--- src/rtl/seven_seg_arbiter_pkg.sv ---
// Shared definitions for the seven-segment display arbiter: FSM state
// encodings, default timing constants and a counter-width helper.
package seven_seg_arbiter_pkg;

   typedef enum logic [1:0] {
      ST_IDLE  = 2'd0,
      ST_ISSUE = 2'd1,
      ST_BUSY  = 2'd2,
      ST_DWELL = 2'd3
   } arb_state_t;

   localparam int CLK_HZ                 = 50_000_000;
   localparam int DEFAULT_DWELL_CYCLES   = CLK_HZ;   // one second of dwell
   localparam int DEFAULT_TIMEOUT_CYCLES = 1024;

   // Width of a counter holding 0..n-1, never narrower than one bit.
   function automatic int cnt_width(input int n);
      return (n > 1) ? $clog2(n) : 1;
   endfunction

endpackage

--- src/rtl/seven_seg_arbiter_rr_arbiter.sv ---
// Combinational round-robin picker: first valid request searching upward
// from (last + 1) mod NUM_REQ with wrap-around.
module rr_arbiter
   import seven_seg_arbiter_pkg::*;
#(
   parameter int NUM_REQ = 4,
   parameter int IDX_W   = cnt_width(NUM_REQ)
) (
   input  logic [NUM_REQ-1:0] req,
   input  logic [IDX_W-1:0]   last,
   output logic [NUM_REQ-1:0] grant,
   output logic [IDX_W-1:0]   grant_idx,
   output logic               any
);

   logic [IDX_W-1:0] idx;

   // NOTE: every output and temporary gets a default first so no latch is inferred.
   always_comb begin
      grant     = '0;
      grant_idx = '0;
      any       = 1'b0;
      idx       = '0;
      for (int off = 1; off <= NUM_REQ; off++) begin
         idx = IDX_W'((int'(last) + off) % NUM_REQ);
         if (!any && req[idx]) begin
            any        = 1'b1;
            grant[idx] = 1'b1;
            grant_idx  = idx;
         end
      end
   end

endmodule

--- src/rtl/seven_seg_arbiter.sv ---
// Round-robin arbiter sharing one seven-segment display engine among NUM_REQ
// requesters with a post-write dwell. Macro SEVEN_SEG_ARB_TIMEOUT_EN adds a BUSY timeout.
module seven_seg_arbiter
   import seven_seg_arbiter_pkg::*;
#(
   parameter int NUM_REQ        = 4,
   parameter int DWELL_CYCLES   = DEFAULT_DWELL_CYCLES,
   parameter int TIMEOUT_CYCLES = DEFAULT_TIMEOUT_CYCLES
) (
   input  logic                       clk,
   input  logic                       rst_n,
   input  logic [NUM_REQ-1:0]         req_valid,
   input  logic [32*NUM_REQ-1:0]      req_data,
   input  logic [NUM_REQ-1:0]         req_base,
   output logic [NUM_REQ-1:0]         req_ack,
   output logic [NUM_REQ-1:0]         req_err,
   output logic [31:0]                seg_data,
   output logic                       seg_base,
   output logic                       seg_wen,
   input  logic                       seg_rdy,
   input  logic                       seg_done,
   output logic [$clog2(NUM_REQ)-1:0] grant_id,
   output logic                       busy
);

   localparam int IDX_W = $clog2(NUM_REQ);
   localparam int DW_W  = cnt_width(DWELL_CYCLES);
   localparam logic [DW_W-1:0] DWELL_LOAD =
      DW_W'((DWELL_CYCLES > 0) ? DWELL_CYCLES - 1 : 0);

   arb_state_t         state_q, state_d;
   logic [IDX_W-1:0]   last_q;
   logic [DW_W-1:0]    dwell_cnt;
   logic [NUM_REQ-1:0] rr_grant;
   logic [IDX_W-1:0]   rr_idx;
   logic               rr_any;
   logic               grant_take;
   logic               done_take;
   logic               timeout_hit;

   rr_arbiter #(
      .NUM_REQ (NUM_REQ),
      .IDX_W   (IDX_W)
   ) u_rr (
      .req       (req_valid),
      .last      (last_q),
      .grant     (rr_grant),
      .grant_idx (rr_idx),
      .any       (rr_any)
   );

   always_comb begin
      state_d    = state_q;
      grant_take = 1'b0;
      done_take  = 1'b0;
      case (state_q)
         ST_IDLE: begin
            if (rr_any && seg_rdy) begin
               grant_take = 1'b1;
               state_d    = ST_ISSUE;
            end
         end
         ST_ISSUE: state_d = ST_BUSY;
         ST_BUSY: begin
            // A done in the timeout cycle still wins and acks normally.
            if (seg_done) begin
               done_take = 1'b1;
               state_d   = (DWELL_CYCLES == 0) ? ST_IDLE : ST_DWELL;
            end else if (timeout_hit) begin
               state_d = ST_IDLE;
            end
         end
         ST_DWELL: begin
            if (dwell_cnt == '0) state_d = ST_IDLE;
         end
         default: state_d = ST_IDLE;
      endcase
   end

   // NOTE: every control and datapath register is async-reset so a reset
   // mid-transaction leaves no stale grant, strobe or pending ack behind.
   always_ff @(posedge clk or negedge rst_n) begin
      if (!rst_n) begin
         state_q   <= ST_IDLE;
         last_q    <= IDX_W'(NUM_REQ - 1);
         seg_data  <= '0;
         seg_base  <= 1'b0;
         grant_id  <= '0;
         req_ack   <= '0;
         dwell_cnt <= '0;
      end else begin
         // NOTE: non-blocking assignments keep every register sampling pre-edge values.
         state_q <= state_d;
         req_ack <= done_take ? (NUM_REQ'(1) << grant_id) : '0;
         if (grant_take) begin
            seg_data <= req_data[32*rr_idx +: 32];
            seg_base <= |(req_base & rr_grant);
            grant_id <= rr_idx;
            last_q   <= rr_idx;
         end
         if (done_take)
            dwell_cnt <= DWELL_LOAD;
         else if (state_q == ST_DWELL && dwell_cnt != '0)
            dwell_cnt <= dwell_cnt - DW_W'(1);
      end
   end

   assign seg_wen = (state_q == ST_ISSUE);
   assign busy    = (state_q != ST_IDLE);

`ifdef SEVEN_SEG_ARB_TIMEOUT_EN
   localparam int TO_W = cnt_width(TIMEOUT_CYCLES);
   localparam logic [TO_W-1:0] TO_LAST = TO_W'(TIMEOUT_CYCLES - 1);

   logic [TO_W-1:0]    busy_cnt;
   logic [NUM_REQ-1:0] err_q;

   // busy_cnt counts completed BUSY cycles; the last one fires the timeout.
   always_ff @(posedge clk or negedge rst_n) begin
      if (!rst_n) begin
         busy_cnt <= '0;
         err_q    <= '0;
      end else begin
         if (state_q != ST_BUSY)
            busy_cnt <= '0;
         else if (busy_cnt != TO_LAST)
            busy_cnt <= busy_cnt + TO_W'(1);
         err_q <= (timeout_hit && !seg_done) ? (NUM_REQ'(1) << grant_id) : '0;
      end
   end

   assign timeout_hit = (state_q == ST_BUSY) && (busy_cnt == TO_LAST);
   assign req_err     = err_q;
`else
   assign timeout_hit = 1'b0;
   assign req_err     = '0;
`endif

endmodule

--- config.mk ---
export PLATFORM = sky130hd
export DESIGN_NAME = seven_seg_arbiter
export DESIGN_NICKNAME = d
export VERILOG_FILES = /design/src/rtl/seven_seg_arbiter_pkg.sv /design/src/rtl/seven_seg_arbiter_rr_arbiter.sv /design/src/rtl/seven_seg_arbiter.sv
export SDC_FILE = /design/constraint.sdc
export NUM_CORES = 1
export LEC_CHECK = 0
export ABC_AREA = 1
export CORE_UTILIZATION = 25
export DETAILED_ROUTE_END_ITERATION = 16
export GPL_TIMING_DRIVEN = 0
export PLACE_DENSITY = 0.59
export SLEW_MARGIN = 5
export SYNTH_ARGS = -nofsm -noshare
export SYNTH_HDL_FRONTEND = slang
export SYNTH_SLANG_ARGS = --single-unit
--- constraint.sdc ---
create_clock -name clk -period 6.9 [get_ports clk]
set_input_delay 1.38 -clock clk [delete_from_list [all_inputs] [get_ports clk]]
set_output_delay 1.38 -clock clk [all_outputs]
set_load 0.1 [all_outputs]
Yosys cells after proc, flatten, opt, wreduce, memory -nomap -nowiden
Index checks and enable logic that the tools add are counted.

cells by class
  bitwise gates (word level) = 4
  $add $sub $neg = 5
  shift operators = 2
  equal/unequal tests = 6
  reductions and logical operators = 19
  magnitude comparators = 8
  multiplexer cells = 39

operators with widths
  kind                                                               number
  variable part select 128 x 8 -> 32 bit                             1
  2-to-1 mux 26 bit                                                  2
  zero test 26 bit                                                   1
  nonzero test 26 bit                                                1
  subtractor 26 x 1 -> 26 bit, second input constant                 1
  2-to-1 mux 4 bit                                                   5
  2-to-1 mux 1 bit                                                   16
  2-to-1 mux 2 bit                                                   7
  less-than comparator 2 x 3 -> 1 bit, second input constant         4
  OR 4 bit                                                           3
  logical AND 1 bit                                                  9
  binary-select mux 1 bit (select 2 bit)                             4
  demux 1 bit (select 2 bit)                                         4
  greater-or-equal comparator 2 x 1 -> 1 bit, second input constant  4
  case mux 2 bit (4 select lines)                                    1
  != test 2 bit, second input constant                               3
  adder 2 x 1 -> 2 bit, second input constant                        2
  adder 2 bit, second input constant                                 2
  bitwise AND 4 bit                                                  1
  equality test 2 bit, second input constant                         2
  nonzero test 2 bit                                                 2
  OR reduction 4 bit                                                 1
  left shift 1 x 2 -> 4 bit, first input constant                    1
  zero test 1 bit                                                    3
  other kinds (3)                                                    3

word-level totals
  input bits = 140
  register bits = 69

Longest topological paths before layout
  depth after elaboration = 16
  mapped depth = 15
  depth with buffers taken out = 14

By module
A second synthesis with hierarchy kept.

unflattened totals
  cell total of the unflattened synthesis = 730
  area, all modules = 4931.0 um^2

by module, submodules not included
  module             instances  area each (um^2)  cells an instance
  seven_seg_arbiter  1          4473.0            656
  rr_arbiter         1          457.9             74

Worst setup path before layout
No wires, ideal clock.

  path kind = input to register
  start point = input req_valid[0]
  end point = register seg_data[0]
  path slack = 4.111 ns
  library setup time = 0.130 ns
  arrival time = 2.658 ns
  stages on the path = 12
  path through = inv_1 -> nand2_1 -> nand3_1 -> nand2_2 -> inv_1 -> o21ai_0 -> nand2_1 -> nand3_2 -> buf_4 -> buf_6 -> o211ai_1 -> nand3_1

between the ends
  word-level cells in the longest chain between the ends = 15
  elaborated cells on any way between the ends = 26
  classes of those cells = 1 x shift; 18 x mux; 7 x reduce/logical

ends and longest elaborated chain
  item                                                                                             line                     text
  from (decl)                                                                                      seven_seg_arbiter.sv:12  input logic [NUM_REQ-1:0] req_valid,
  parallel branches: the longest is 15 deep, another holds binary-select mux 1 bit (select 2 bit)  --
  to (signal assigned)                                                                             seven_seg_arbiter.sv:96  seg_data <= req_data[32*rr_idx +: 32];
  to (decl)                                                                                        seven_seg_arbiter.sv:17  output logic [31:0] seg_data,

Parallel ways; which one is timed is not known. The select of a mux whose other input is x is not followed.
A chain may end at the register's enable or synchronous reset.

Worst setup path after layout
  start point = register state_q[1]
  end point = output busy

between the ends
  word-level cells in the longest chain between the ends = 1

ends and longest elaborated chain
  item                    line                      text
  from (decl)             seven_seg_arbiter.sv:31   arb_state_t state_q, state_d;
  from (signal assigned)  seven_seg_arbiter.sv:93   state_q <= state_d;
  nonzero test 2 bit      seven_seg_arbiter.sv:109  assign busy = (state_q != ST_IDLE);
  to (decl)               seven_seg_arbiter.sv:23   output logic busy

No other way between the ends.

==> flow_metrics.env <==
export IMPL_worst_r2r_path_cells=12
export IMPL_area_fraction_in_compound_gates_after_synthesis_pct=10.9
export IMPL_hpwlAfterDp_microns=13000
export IMPL_htree_levels=3
export IMPL_ios=185
export IMPL_cellLeakagePower_nw=3.63
export IMPL_ir_worst_vdd_mv=0.232
export IMPL_clk_root_buffer_cell="sky130_fd_sc_hd__clkbuf_16"
export IMPL_post_route_cells_drive_above_1_share_pct=5.87
export IMPL_finalHoldViolCount=0
export IMPL_diodes=0
export IMPL_post_synth_xor_area_fraction_pct=0.348
export IMPL_area_delta_synth_final_pct=48.4
export IMPL_netlist_top_cells_count="216 x sky130_fd_sc_hd__nand2_1, 142 x sky130_fd_sc_hd__inv_1, 75 x sky130_fd_sc_hd__nand3_1"
export IMPL_count_of_input_and_output_buffers=180
export IMPL_path_clk_slew_ns=0.06
export IMPL_synthTopCellsByArea="sky130_fd_sc_hd__dfrtp_1 33%, sky130_fd_sc_hd__nand2_1 16%, sky130_fd_sc_hd__inv_1 11%, sky130_fd_sc_hd__nand3_1 7.5%, sky130_fd_sc_hd__nand4_1 5.2%"
export IMPL_synth_top_family_by_area="simple AND/OR/NAND/NOR gates"
export IMPL_clock_sinks=69
export IMPL_die_area_sq_um=20700
export IMPL_design_core_area_sq_um=19600
export IMPL_drv_cap=0
export IMPL_synth_top_cell_by_area="sky130_fd_sc_hd__dfrtp_1"
export IMPL_totalWireLength_microns=16700
export IMPL_run_status="completed"
export IMPL_clock_path_buffers=2
export IMPL_post_cts_resize_count=0
export IMPL_cts_buffers_inserted=9
export IMPL_postSynthCellCount=755
export IMPL_synthAdderAreaFrac_pct=3.48
export IMPL_antenna_violating_nets_post_route=0
export IMPL_pre_cts_slack_ns=3.12
export IMPL_maxClockFrequency_mhz=275
export IMPL_clk_latency_ns=0.34
export IMPL_worstSetupPathType="reg -> out"
export IMPL_start_util_pct=25.7
export IMPL_synth_seq_area_share_pct=34.3
export IMPL_worst_slew_pin_slew_ns=1.04
export IMPL_clock_tree_from_tritoncts="built"
export IMPL_cp_required_ns=5.52
export IMPL_first_global_vias=5219
export IMPL_placer_congestion_estimate=0.879
export IMPL_power_per_cell_area_nw_per_um2=549
export IMPL_post_cts_setup_repair_buffer_count=0
export IMPL_worstPathArrival_ns=2.25
export IMPL_ys_ff_latch=69
export IMPL_ys_warn_count=0
export IMPL_minimum_clock_period_after_layout_ns=3.63
export IMPL_startpoint_type="register"
export IMPL_placed_cells_incl_taps=1204
export IMPL_min_path_type="reg -> reg"
export IMPL_dr_pass1_iters=5
export IMPL_grt_start_max_net_pins=51
export IMPL_synth_async_reset_ratio_pct=100
export IMPL_period_share_pct=52.6
export IMPL_final_nets=1104
export IMPL_post_synth_instance_area_sq_um=5040
export IMPL_cts_hold_repair_buffers=0
export IMPL_synth_most_common_cell="sky130_fd_sc_hd__nand2_1"
export IMPL_dr_wl_cell_microns=13.7
export IMPL_final_setup_violating_endpoints=0
export IMPL_netlist_cell_type_count=34
export IMPL_totalNegativeSetupSlack_ns=0
export IMPL_post_synth_simple_gate_area_pct=36.2
export IMPL_cell_depth_of_the_worst_hold_path=2
export IMPL_most_used_dff_post_synth="sky130_fd_sc_hd__dfrtp_1"
export IMPL_grt_first_pass_wirelength_microns=26400
export IMPL_gr_usage_all_layers_pct=16.7
export IMPL_globalRoute_totalOverflow=0
export IMPL_timing_critical_path_fanout_max=4
export IMPL_slew_viol_final=0
export IMPL_timing_final_ws_setup_ns=3.27
export IMPL_maxSlewHeadroom_pct=30.2
export IMPL_post_synth_top_area_fraction_pct=33.3
export IMPL_die_height_microns=144
export IMPL_die_w_microns=144
export IMPL_fin_cells=1219
export IMPL_antenna_found_initial=0
export IMPL_yosys_mux_area_fraction_pct=0
export IMPL_rsz_0062_raised_after_global_routing="false"
export IMPL_worst_setup_path_end_kind="output pin"
export IMPL_routed_via_density=4.50
export IMPL_fillerInstances=2140
export IMPL_synthesis_area_per_instance_sq_um=6.67
export IMPL_synth_enable_flop_cells=0
export IMPL_skew_ns=0.00587
export IMPL_rows=51
export IMPL_dr_first_iter_drc_count=320
export IMPL_num_vias=5482
export IMPL_drcViolationCount=0
-- where the power goes --
group | internal (mW) | switching [mW]
combinational | 0.837 | 2.20
clock | 0.248 | 0.176
sequential | 0.547 | 0.0998
total | 1.63 | 2.47
-- critical path, cell delays in order, from the launching register on --
cell                              delay (ns)
sky130_fd_sc_hd__dfrtp_1                0.40
sky130_fd_sc_hd__inv_1                  0.08
sky130_fd_sc_hd__ha_1                   0.25
sky130_fd_sc_hd__inv_1                  0.07
sky130_fd_sc_hd__clkdlybuf4s50_1        1.12
-- layout by cell type (no fill, tap or decap), types with 4 or more instances in the layout --
cell type,count
sky130_fd_sc_hd__a21oi_1,15
sky130_fd_sc_hd__buf_2,8
sky130_fd_sc_hd__buf_4,12
sky130_fd_sc_hd__clkbuf_1,16
sky130_fd_sc_hd__clkbuf_16,9
sky130_fd_sc_hd__clkdlybuf4s50_1,179
sky130_fd_sc_hd__clkinv_2,4
sky130_fd_sc_hd__conb_1,4
sky130_fd_sc_hd__dfrtp_1,67
sky130_fd_sc_hd__ha_1,14
sky130_fd_sc_hd__inv_1,142
sky130_fd_sc_hd__nand2_1,216
sky130_fd_sc_hd__nand3_1,75
sky130_fd_sc_hd__nand4_1,42
sky130_fd_sc_hd__nor2_1,36
sky130_fd_sc_hd__nor3_1,11
sky130_fd_sc_hd__o211ai_1,35
sky130_fd_sc_hd__o21ai_0,31
-- kinds of logic (layout without fill, tap and decap cells) --
family | after synthesis | count (layout)
fa+ha+maj | 14 | 14
other cells | 1 | 4
buf+inv | 181 | 377
xor+xnor | 2 | 2
simple gates | 399 | 399
compound gates | 89 | 89
flops | 69 | 69
-- state kept, by name, indices dropped and copies added, names as in the netlist --
register / cells
seg_data: 32
dwell_cnt: 26
state_q: 2
last_q: 2
seg_base: 1
req_ack: 4
grant_id: 2
-- metal layers --
layer	vias up	share of wire, %	track usage (%)
li1	2811	-	-
met1	2488	45	21.0
met2	170	47	27.8
met3	13	6.6	5.03
met4	0	0.86	4.14
met5	-	0	0
-- per-stage QoR --
stage | utilization [%] | hold WS (ns) | power [mW] | cell area, sq um
after CTS | 38.1 | 0.487 | 4.15 | 7470
after global placement | 36.7 | 0.465 | 3.69 | 7180
after floorplan | - | 0.456 | 2.84 | 5050
after global routing | 38.1 | 0.505 | 4.41 | 7470
after detailed placement | 36.8 | 0.469 | 3.71 | 7210
final | 38.1 | 0.478 | 4.10 | 7470
-- layout make-up --
class | instances | area (sq um) | area share [%]
clock buffers | 10 | 239 | 3.20
well taps | 265 | 332 | 4.44
repair buffers | 181 | 1830 | 24.4
plain buffers | 36 | 194 | 2.60
multi-input cells | 508 | 2580 | 34.5
inverters | 145 | 544 | 7.28
flip-flops and latches | 69 | 1730 | 23.1
clock inverters | 5 | 27.5 | 0.368
-- worst paths after layout --
kind                       slack [ns]           to        start
min in group asynchronous        0.93   req_ack[0]        rst_n
max                              3.27         busy   state_q[1]
min                              0.48  seg_data[9]  seg_data[9]
max reg2reg                      3.85  seg_data[1]    last_q[1]
min reg2reg                      0.48  seg_data[9]  seg_data[9]
max in group asynchronous        5.39    last_q[1]        rst_n
(Power assumes the default switching activity.)
